### config.mk
export PLATFORM = sky130hd
export DESIGN_NAME = ff_sync_fifo
export DESIGN_NICKNAME = d
export VERILOG_FILES = /design/src/rtl/ff_pkg.sv /design/src/rtl/ff_sync_fifo_ram.sv /design/src/rtl/ff_sync_fifo.sv
export SDC_FILE = /design/constraint.sdc
export NUM_CORES = 1
export LEC_CHECK = 0
export CORE_MARGIN = 2
export CORE_UTILIZATION = 59
export DETAILED_ROUTE_END_ITERATION = 8
export PLACE_DENSITY_LB_ADDON = 0.25
export SETUP_SLACK_MARGIN = 0.4
export SLEW_MARGIN = 30
export SYNTH_ARGS = -nofsm -noshare
export SYNTH_HDL_FRONTEND = slang
export SYNTH_SLANG_ARGS = --single-unit
### constraint.sdc
create_clock -name clk_ir -period 3.9 [get_ports clk_ir]
set_clock_uncertainty 0.1 [all_clocks]
set_input_delay 0.39 -clock clk_ir [delete_from_list [all_inputs] [get_ports clk_ir]]
set_output_delay 0.39 -clock clk_ir [all_outputs]
set_load 0.02 [all_outputs]
### src/rtl/ff_pkg.sv
// Shared FIFO pointer type and full/empty helpers. Pointers carry one wrap
// bit above the address bits. Helpers take the address width as an argument
// so that sync and future async FIFO variants of any depth can share them.
package ff_pkg;

    localparam int FF_PTR_MAX_W = 16;

    // Widest supported pointer; narrower pointers are zero-extended into it.
    typedef logic [FF_PTR_MAX_W-1:0] ff_ptr_t;

    // Full: address bits equal, wrap bits differ.
    function automatic logic ff_is_full(input ff_ptr_t wptr, input ff_ptr_t rptr,
                                        input int addr_w);
        ff_ptr_t mask;
        ff_ptr_t wrap;
        mask = ff_ptr_t'((32'd2 << addr_w) - 32'd1);
        wrap = ff_ptr_t'(32'd1 << addr_w);
        return ((wptr ^ rptr) & mask) == wrap;
    endfunction

    // Empty: pointers identical including the wrap bit.
    function automatic logic ff_is_empty(input ff_ptr_t wptr, input ff_ptr_t rptr,
                                         input int addr_w);
        ff_ptr_t mask;
        mask = ff_ptr_t'((32'd2 << addr_w) - 32'd1);
        return ((wptr ^ rptr) & mask) == '0;
    endfunction

endpackage

### src/rtl/ff_sync_fifo_ram.sv
// Simple dual-port RAM: one write and one registered read per clock.
// The array itself is not reset so it can map onto block RAM; only the
// read-data register is reset, and it holds its value when no read occurs.
module ff_dp_ram
    import ff_pkg::*;
#(
    parameter int DATA_W = 8,
    parameter int ADDR_W = 4
) (
    input  logic              clk,
    input  logic              rst,
    input  logic              we,
    input  logic [ADDR_W-1:0] waddr,
    input  logic [DATA_W-1:0] wdata,
    input  logic              re,
    input  logic [ADDR_W-1:0] raddr,
    output logic [DATA_W-1:0] rdata
);

    logic [DATA_W-1:0] mem [2**ADDR_W];
    logic [DATA_W-1:0] rdata_d;
    logic [DATA_W-1:0] rdata_q;

    // Storage write port.
    always_ff @(posedge clk) begin
        if (we) begin
            mem[waddr] <= wdata;
        end
    end

    // Next read data: fetch on read, otherwise hold.
    always_comb begin
        rdata_d = rdata_q;
        if (re) begin
            rdata_d = mem[raddr];
        end
    end

    // Read-data register.
    always_ff @(posedge clk or posedge rst) begin
        if (rst) begin
            rdata_q <= '0;
        end else begin
            rdata_q <= rdata_d;
        end
    end

    assign rdata = rdata_q;

endmodule

### src/rtl/ff_sync_fifo.sv
// Single-clock FIFO with occupancy, watermarks, overflow/underflow pulses and
// synchronous flush. Flags and occupancy are decoded from the registered
// pointers, so they move on the same edge as the pointers.
module ff_sync_fifo
    import ff_pkg::*;
#(
    parameter int DATA_W     = 8,
    parameter int ADDR_W     = 4,
    parameter int AFULL_LVL  = 12,
    parameter int AEMPTY_LVL = 2
) (
    input  logic              clk_ir,
    input  logic              rst_ih,
    input  logic              ff_flush,
    input  logic              ff_wr_en,
    input  logic [DATA_W-1:0] ff_wr_data,
    input  logic              ff_rd_en,
    output logic [DATA_W-1:0] ff_rd_data,
    output logic              ff_full,
    output logic              ff_empty,
    output logic              ff_afull,
    output logic              ff_aempty,
    output logic [ADDR_W:0]   ff_occ,
    output logic              ff_ovrflw,
    output logic              ff_undrflw
);

    localparam logic [ADDR_W:0] AFULL_V  = (ADDR_W+1)'(AFULL_LVL);
    localparam logic [ADDR_W:0] AEMPTY_V = (ADDR_W+1)'(AEMPTY_LVL);

    logic [ADDR_W:0] wptr_q, wptr_d;
    logic [ADDR_W:0] rptr_q, rptr_d;
    logic            ovrflw_q, ovrflw_d;
    logic            undrflw_q, undrflw_d;
    logic            wr_acc;
    logic            rd_acc;
    logic            full;
    logic            empty;
    logic [ADDR_W:0] occ;

    // Status decode from the registered pointers.
    always_comb begin
        full      = ff_is_full(ff_ptr_t'(wptr_q), ff_ptr_t'(rptr_q), ADDR_W);
        empty     = ff_is_empty(ff_ptr_t'(wptr_q), ff_ptr_t'(rptr_q), ADDR_W);
        occ       = wptr_q - rptr_q;
        ff_full   = full;
        ff_empty  = empty;
        ff_occ    = occ;
        ff_afull  = (occ >= AFULL_V);
        ff_aempty = (occ <= AEMPTY_V);
    end

    // Accept/reject decisions and next pointer state; flush overrides both ports.
    always_comb begin
        wr_acc    = !ff_flush && ff_wr_en && !full;
        rd_acc    = !ff_flush && ff_rd_en && !empty;
        ovrflw_d  = !ff_flush && ff_wr_en && full;
        undrflw_d = !ff_flush && ff_rd_en && empty;
        wptr_d    = wptr_q + {{ADDR_W{1'b0}}, wr_acc};
        rptr_d    = rptr_q + {{ADDR_W{1'b0}}, rd_acc};
        if (ff_flush) begin
            wptr_d = '0;
            rptr_d = '0;
        end
    end

    // Pointer and error-pulse registers.
    always_ff @(posedge clk_ir or posedge rst_ih) begin
        if (rst_ih) begin
            wptr_q    <= '0;
            rptr_q    <= '0;
            ovrflw_q  <= 1'b0;
            undrflw_q <= 1'b0;
        end else begin
            wptr_q    <= wptr_d;
            rptr_q    <= rptr_d;
            ovrflw_q  <= ovrflw_d;
            undrflw_q <= undrflw_d;
        end
    end

    assign ff_ovrflw  = ovrflw_q;
    assign ff_undrflw = undrflw_q;

    ff_dp_ram #(
        .DATA_W (DATA_W),
        .ADDR_W (ADDR_W)
    ) u_ram (
        .clk   (clk_ir),
        .rst   (rst_ih),
        .we    (wr_acc),
        .waddr (wptr_q[ADDR_W-1:0]),
        .wdata (ff_wr_data),
        .re    (rd_acc),
        .raddr (rptr_q[ADDR_W-1:0]),
        .rdata (ff_rd_data)
    );

endmodule
### Word-level counts from Yosys, hierarchy flattened

Memory sizes are Yosys's and may differ from the RTL's. A register that Yosys moved wholly into a read port is not among the register bits.
Cells that the tools add are included.

| cells by class | value |
|---|---|
| reduce and logical (&&, ||, !) cells | 10 |
| muxes and demuxes | 4 |
| order comparisons | 2 |
| equal/unequal tests | 1 |
| bitwise logic cells | 1 |
| add/subtract/negate cells | 3 |

Operators by type and width:

| kind | count |
|---|---|
| logical NOT 16 bit | 1 |
| adder 5 x 1 -> 5 bit | 2 |
| 2-to-1 mux 5 bit | 2 |
| logical AND 1 bit | 6 |
| equality test 5 bit (second input constant) | 1 |
| greater-or-equal comparator 5 x 4 -> 1 bit (second input constant) | 1 |
| <= comparator 5 x 2 -> 1 bit (second input constant) | 1 |
| subtractor 5 bit | 1 |
| bitwise XOR 5 bit | 1 |
| logical NOT 1 bit | 3 |
| 2-to-1 mux 1 bit | 2 |

| word-level totals | value |
|---|---|
| output and inout bits | 19 |
| register bits after elaboration | 12 |
| logic and storage cells | 26 |
| input port bits | 13 |
| bits in writable memories | 128 |
| memories kept | 1 |

Memories:

| name | depth | width | read ports | clocked after memory_dff | wr ports | line | source |
|---|---|---|---|---|---|---|---|
| u_ram.mem | 16 | 8 | 1 | 1 | 1 | ff_sync_fifo_ram.sv:20 | `logic [DATA_W-1:0] mem [2**ADDR_W];` |

### Logic depth before layout (Yosys ltp)

| logic depth | value |
|---|---|
| depth in word-level cells | 6 |
| depth in mapped cells | 13 |
| depth with buffers taken out | 11 |

### By module

From an unflattened synthesis, not the netlist that was laid out.

| second synthesis, totals | value |
|---|---|
| cells, all modules | 313 |
| area total of the unflattened synthesis | 6072.1 µm² |

Modules (own cells, without submodules):

| module | times used | area an instance (µm²) | cells each | seq. area each (µm²) |
|---|---|---|---|---|
| ff_dp_ram | 1 | 5335.1 | 241 | 4043.9 |
| ff_sync_fifo | 1 | 737.0 | 72 | 300.3 |

### Worst setup path after synthesis

Ideal clock, no wire load.

| path | value |
|---|---|
| path kind | reg-to-reg |
| start point | register rptr_q[2] |
| end point | memory u_ram.mem[0][0], enable pin |
| required time | 3.402 ns |
| data arrival time | 2.409 ns |
| period minus slack after synthesis | 2.906 ns |
| path slack | 0.994 ns |
| buffers on the path | 2 |
| cell stages (with the launch flop) | 9 |
| library setup time | 0.398 ns |
| cell sequence | dfrtp_1 > buf_2 > buf_2 > inv_1 > ha_1 > and4_1 > nand2_1 > nand2b_2 > nor4b_1 |

| between the ends | value |
|---|---|
| cells in the longest elaborated chain, start to end | 6 |

Ends and longest elaborated chain:

| element | line | source |
|---|---|---|
| start: declaration | ff_sync_fifo.sv:32 | `logic [ADDR_W:0] rptr_q, rptr_d;` |
| start signal: assignment | ff_sync_fifo.sv:76 | `rptr_q <= rptr_d;` |
| bitwise XOR 5 bit | ff_pkg.sv:18 | `return ((wptr ^ rptr) & mask) == wrap;` |
| equality test 5 bit | ff_pkg.sv:18 |  |
| logical NOT 1 bit | ff_sync_fifo.sv:55 | `wr_acc = !ff_flush && ff_wr_en && !full;` |
| logical AND 1 bit | ff_sync_fifo.sv:55 |  |
| 2-to-1 mux 1 bit | ff_sync_fifo_ram.sv:26 | `if (we) begin` |
| 2-to-1 mux 1 bit (not written as such) | ff_sync_fifo_ram.sv:27 | `mem[waddr] <= wdata;` |
| end: declaration | ff_sync_fifo_ram.sv:20 |  |

Every way passes these cells.

### Worst setup path after layout

| path | value |
|---|---|
| start point | register wptr_q[0] |
| end point | output port ff_occ[4] |

| between the ends | value |
|---|---|
| cells in the longest elaborated chain, start to end | 1 |

Ends and longest elaborated chain:

| element | line | source |
|---|---|---|
| start: declaration | ff_sync_fifo.sv:31 | `logic [ADDR_W:0] wptr_q, wptr_d;` |
| start signal: assignment | ff_sync_fifo.sv:75 | `wptr_q <= wptr_d;` |
| subtractor 5 bit | ff_sync_fifo.sv:45 | `occ = wptr_q - rptr_q;` |
| end: declaration | ff_sync_fifo.sv:23 | `output logic [ADDR_W:0] ff_occ,` |

Every way passes these cells.

==> qor.json <==
{
  "vdd.ir_drop.worst_mv": 0.325,
  "chipWidth_um": 106,
  "mappedNetlistNets": 340,
  "postLayoutCellArea_mm2": 0.00728,
  "port_buffers": 31,
  "cts.clk_slew.worst_paths_ns": 0.07,
  "ioPinCount": 32,
  "power_frac_clock_pct": 45.7,
  "syn2layout_area_growth_pct": 19.3,
  "post_route_utilization_pct": 71.5,
  "core_mm2": 0.0102,
  "required_ns": 3.41,
  "timing.final.crit_share_pct": 86.2,
  "share_comb_of_total_power_pct": 7.8,
  "worst-path-buf-inv": 4,
  "layout_common_cells": "sky130_fd_sc_hd__edfxtp_1, sky130_fd_sc_hd__clkdlybuf4s50_1, sky130_fd_sc_hd__mux4_1",
  "net_switching_power_of_the_design_w": 0.000833,
  "hold_buffers": 0,
  "grt_usage_pct": 23.2,
  "number_of_enable_flip_flop_cells_after_synthesis": 128,
  "timing.final.max_slew_violations": 0,
  "power_report.internal_total_w": 0.00304,
  "die_height_um": 106,
  "area_of_the_multi_input_gates_mm2": 0.00163,
  "synthesis.yosys.warnings": 0,
  "seq_area_mm2": 0.00435,
  "viasPerCell": 6.03,
  "grt_setup_unrepaired": "true",
  "power.share.switching_pct": 21.5,
  "layout_commonest_cell": "sky130_fd_sc_hd__edfxtp_1",
  "hold_path_class": "in2async",
  "detail_route.wl_per_cell_um": 23.2,
  "vias": 3127,
  "cts_root_buf": "sky130_fd_sc_hd__clkbuf_8",
  "clkLatencyLatePin_ns": 0.52,
  "floorplan.initialDensity_pct": 60.0,
  "max_freq_mhz": 297,
  "timing.final.hold_violations": 0,
  "critical_path.slowest_cell": "sky130_fd_sc_hd__clkdlybuf4s50_1",
  "clk_path_buf_depth": 2,
  "dominantRegCellSynth": "sky130_fd_sc_hd__edfxtp_1",
  "cap_viol_max_count": 0,
  "slew-limit-headroom_pct": 44.9,
  "ffs_latches_synth": 148,
  "tightest_slew_ns": 0.824,
  "postRouteAntennaNets": 0,
  "totalNegativeSetupSlack_ns": 0,
  "diodes": 0,
  "detailedRoute.firstIterationViolations": 239,
  "worstPathMaxFanout": 8,
  "gp_congestion": 0.815,
  "detailedPlacementHpwl_um": 7350,
  "seq_power_share_pct": 46.4,
  "synth_seq_area_share_pct": 71.1,
  "tritoncts.num_buffers": 17,
  "leakagePower_nw": 2.51,
  "timing.final.crit_period_ns": 3.36,
  "endpoint_type_of_the_worst_setup_path": "output pin",
  "cts_max_level": 4,
  "worst_path_most_repeated_cell": "sky130_fd_sc_hd__inv_1",
  "yosys_top_cell_by_area": "sky130_fd_sc_hd__edfxtp_1",
  "full_die_area_mm2": 0.0112,
  "number_of_buffers_added_for_setup_after_cts": 0,
  "synth_async_sr_flop_share_pct": 13.5,
  "synth_instances": 318,
  "critical-path-max-stage-delay_ns": 0.59,
  "postRouteWirelength_um": 12000,
  "post_synth_instance_area_mm2": 0.00611,
  "std_cell_rows": 37,
  "first_global_vias": 3166,
  "yosys.area.top_type_share_pct": 63.0,
  "clock_sinks": 148,
  "critPathKind": "reg2out",
  "critPathLaunchType": "register",
  "filler_cell_count": 629,
  "synth.area.top_cells": "sky130_fd_sc_hd__edfxtp_1, sky130_fd_sc_hd__mux4_1, sky130_fd_sc_hd__dfrtp_1, sky130_fd_sc_hd__mux2i_1, sky130_fd_sc_hd__mux4_2",
  "final_layout_size_suffix_gt1_share_pct": 16.2,
  "gr_overflow_total": 0,
  "syn-mean-instance-area_um2": 19.2,
  "wire_length_of_the_first_global_routing_pass_um": 18500,
  "grt_max_degree": 36,
  "antenna_found_initial": 0,
  "finish.net_count": 392,
  "power_per_cell_area_mw_per_mm2": 531,
  "status": "finished clean",
  "arrival_ns": 2.87,
  "drc": 0,
  "setup-violations-final": 0,
  "synth.distinct_cells": 37,
  "post_cts_resized": 2,
  "detail_route.first_pass.iterations": 4,
  "cpLargestDelayFamily": "buffers and inverters",
  "placement.cell_area_mm2": 0.00663,
  "cts_tree": "done",
  "crit_path_cell_trace": "inv_1 -> ha_1 -> inv_1 -> fa_1 -> a21o_1 -> a21oi_1 -> xnor2_1 -> inv_1 -> clkdlybuf4s50_1"
}
==> cells by family after synthesis <==
family | after synthesis | share of synthesized area [%]
muxes | 48 | 16.1
DFF | 148 | 71.1
adders and majority gates | 9 | 1.97
AOI/OAI and AO/OA | 15 | 1.99
xor gates and xnor gates | 10 | 1.43
and+or+nand+nor | 60 | 4.80
buffers and inverters | 28 | 2.58
==> path summary, 6_finish.rpt <==
kind / from / endpoint / slack (ns) / cells after the start
worst max-delay path: wptr_q[0] / ff_occ[4] / 0.54 / 9
worst min register to register: u_ram.rdata[0] / u_ram.rdata[0] / 0.39 / 2
max in group asynchronous: rst_ih / wptr_q[0] / 2.91 / 2
worst min-delay path: rst_ih / rptr_q[0] / 0.23 / 2
worst max register to register: wptr_q[2] / u_ram.mem[5][5] / 0.99 / 7
min in group clk_ir: ff_wr_en / ff_ovrflw / 0.36 / 3
==> synth_stat cells, types with 2 or more instances <==
library cell,n
sky130_fd_sc_hd__a21o_1,2
sky130_fd_sc_hd__mux2i_1,16
sky130_fd_sc_hd__nor2b_1,5
sky130_fd_sc_hd__nor4_1,3
sky130_fd_sc_hd__nand3_1,6
sky130_fd_sc_hd__nor3_1,4
sky130_fd_sc_hd__inv_1,12
sky130_fd_sc_hd__nor2_1,19
sky130_fd_sc_hd__nand2b_1,4
sky130_fd_sc_hd__edfxtp_1,128
sky130_fd_sc_hd__clkbuf_1,5
sky130_fd_sc_hd__ha_1,8
sky130_fd_sc_hd__dfrtp_1,20
sky130_fd_sc_hd__xnor2_1,6
sky130_fd_sc_hd__buf_2,5
sky130_fd_sc_hd__o221ai_1,8
sky130_fd_sc_hd__buf_6,2
sky130_fd_sc_hd__nand2_1,13
sky130_fd_sc_hd__mux4_1,27
sky130_fd_sc_hd__mux4_2,5
sky130_fd_sc_hd__xor2_1,4
==> power groups by stage <==
stage	Combinational [W]	Clock [W]	Sequential (W)
finish	0.000303	0.00177	0.00180
global route	0.000323	0.00186	0.00180
CTS	0.000306	0.00179	0.00180
detailed placement	0.000305	0	0.00183
global placement	0.000299	0	0.00183
floorplan	0.000110	0	0.00186
==> routing by layer <==
metal	track usage, %	vias up	wire, µm
met4	7.24	0	155
li1	-	1384	-
met3	4.95	13	572
met5	0	-	0
met2	38.5	95	6330
met1	31.4	1635	4980
==> through the flow <==
step           std cells  hold WS (ns)  total power, W  worst slack, ns
2_1_floorplan        318         0.254         0.00197            0.994
3_3_place_gp         487         0.373         0.00213            0.895
3_5_place_dp         487         0.372         0.00213            0.792
6_report             519         0.231         0.00387            0.538
5_1_grt              519         0.298         0.00398            0.383
4_1_cts              519         0.242         0.00389            0.463
==> area by class of cell <==
cell class                      instances  share of cell area (%)
Tap cell                              136                    2.34
Multi-Input combinational cell        142                    22.4
Timing Repair Buffer                   48                    5.98
Clock buffer                           19                    5.93
Inverter                               13                   0.670
Sequential cell                       148                    59.7
Clock inverter                         13                    3.04
==> flip-flops by register name, indices dropped and copies added (netlist names) <==
register	flops
ff_undrflw	1
u_ram.rdata	8
u_ram.mem	128
ff_ovrflw	1
wptr_q	5
rptr_q	5
Note: power is estimated with default switching activity, not from simulation.
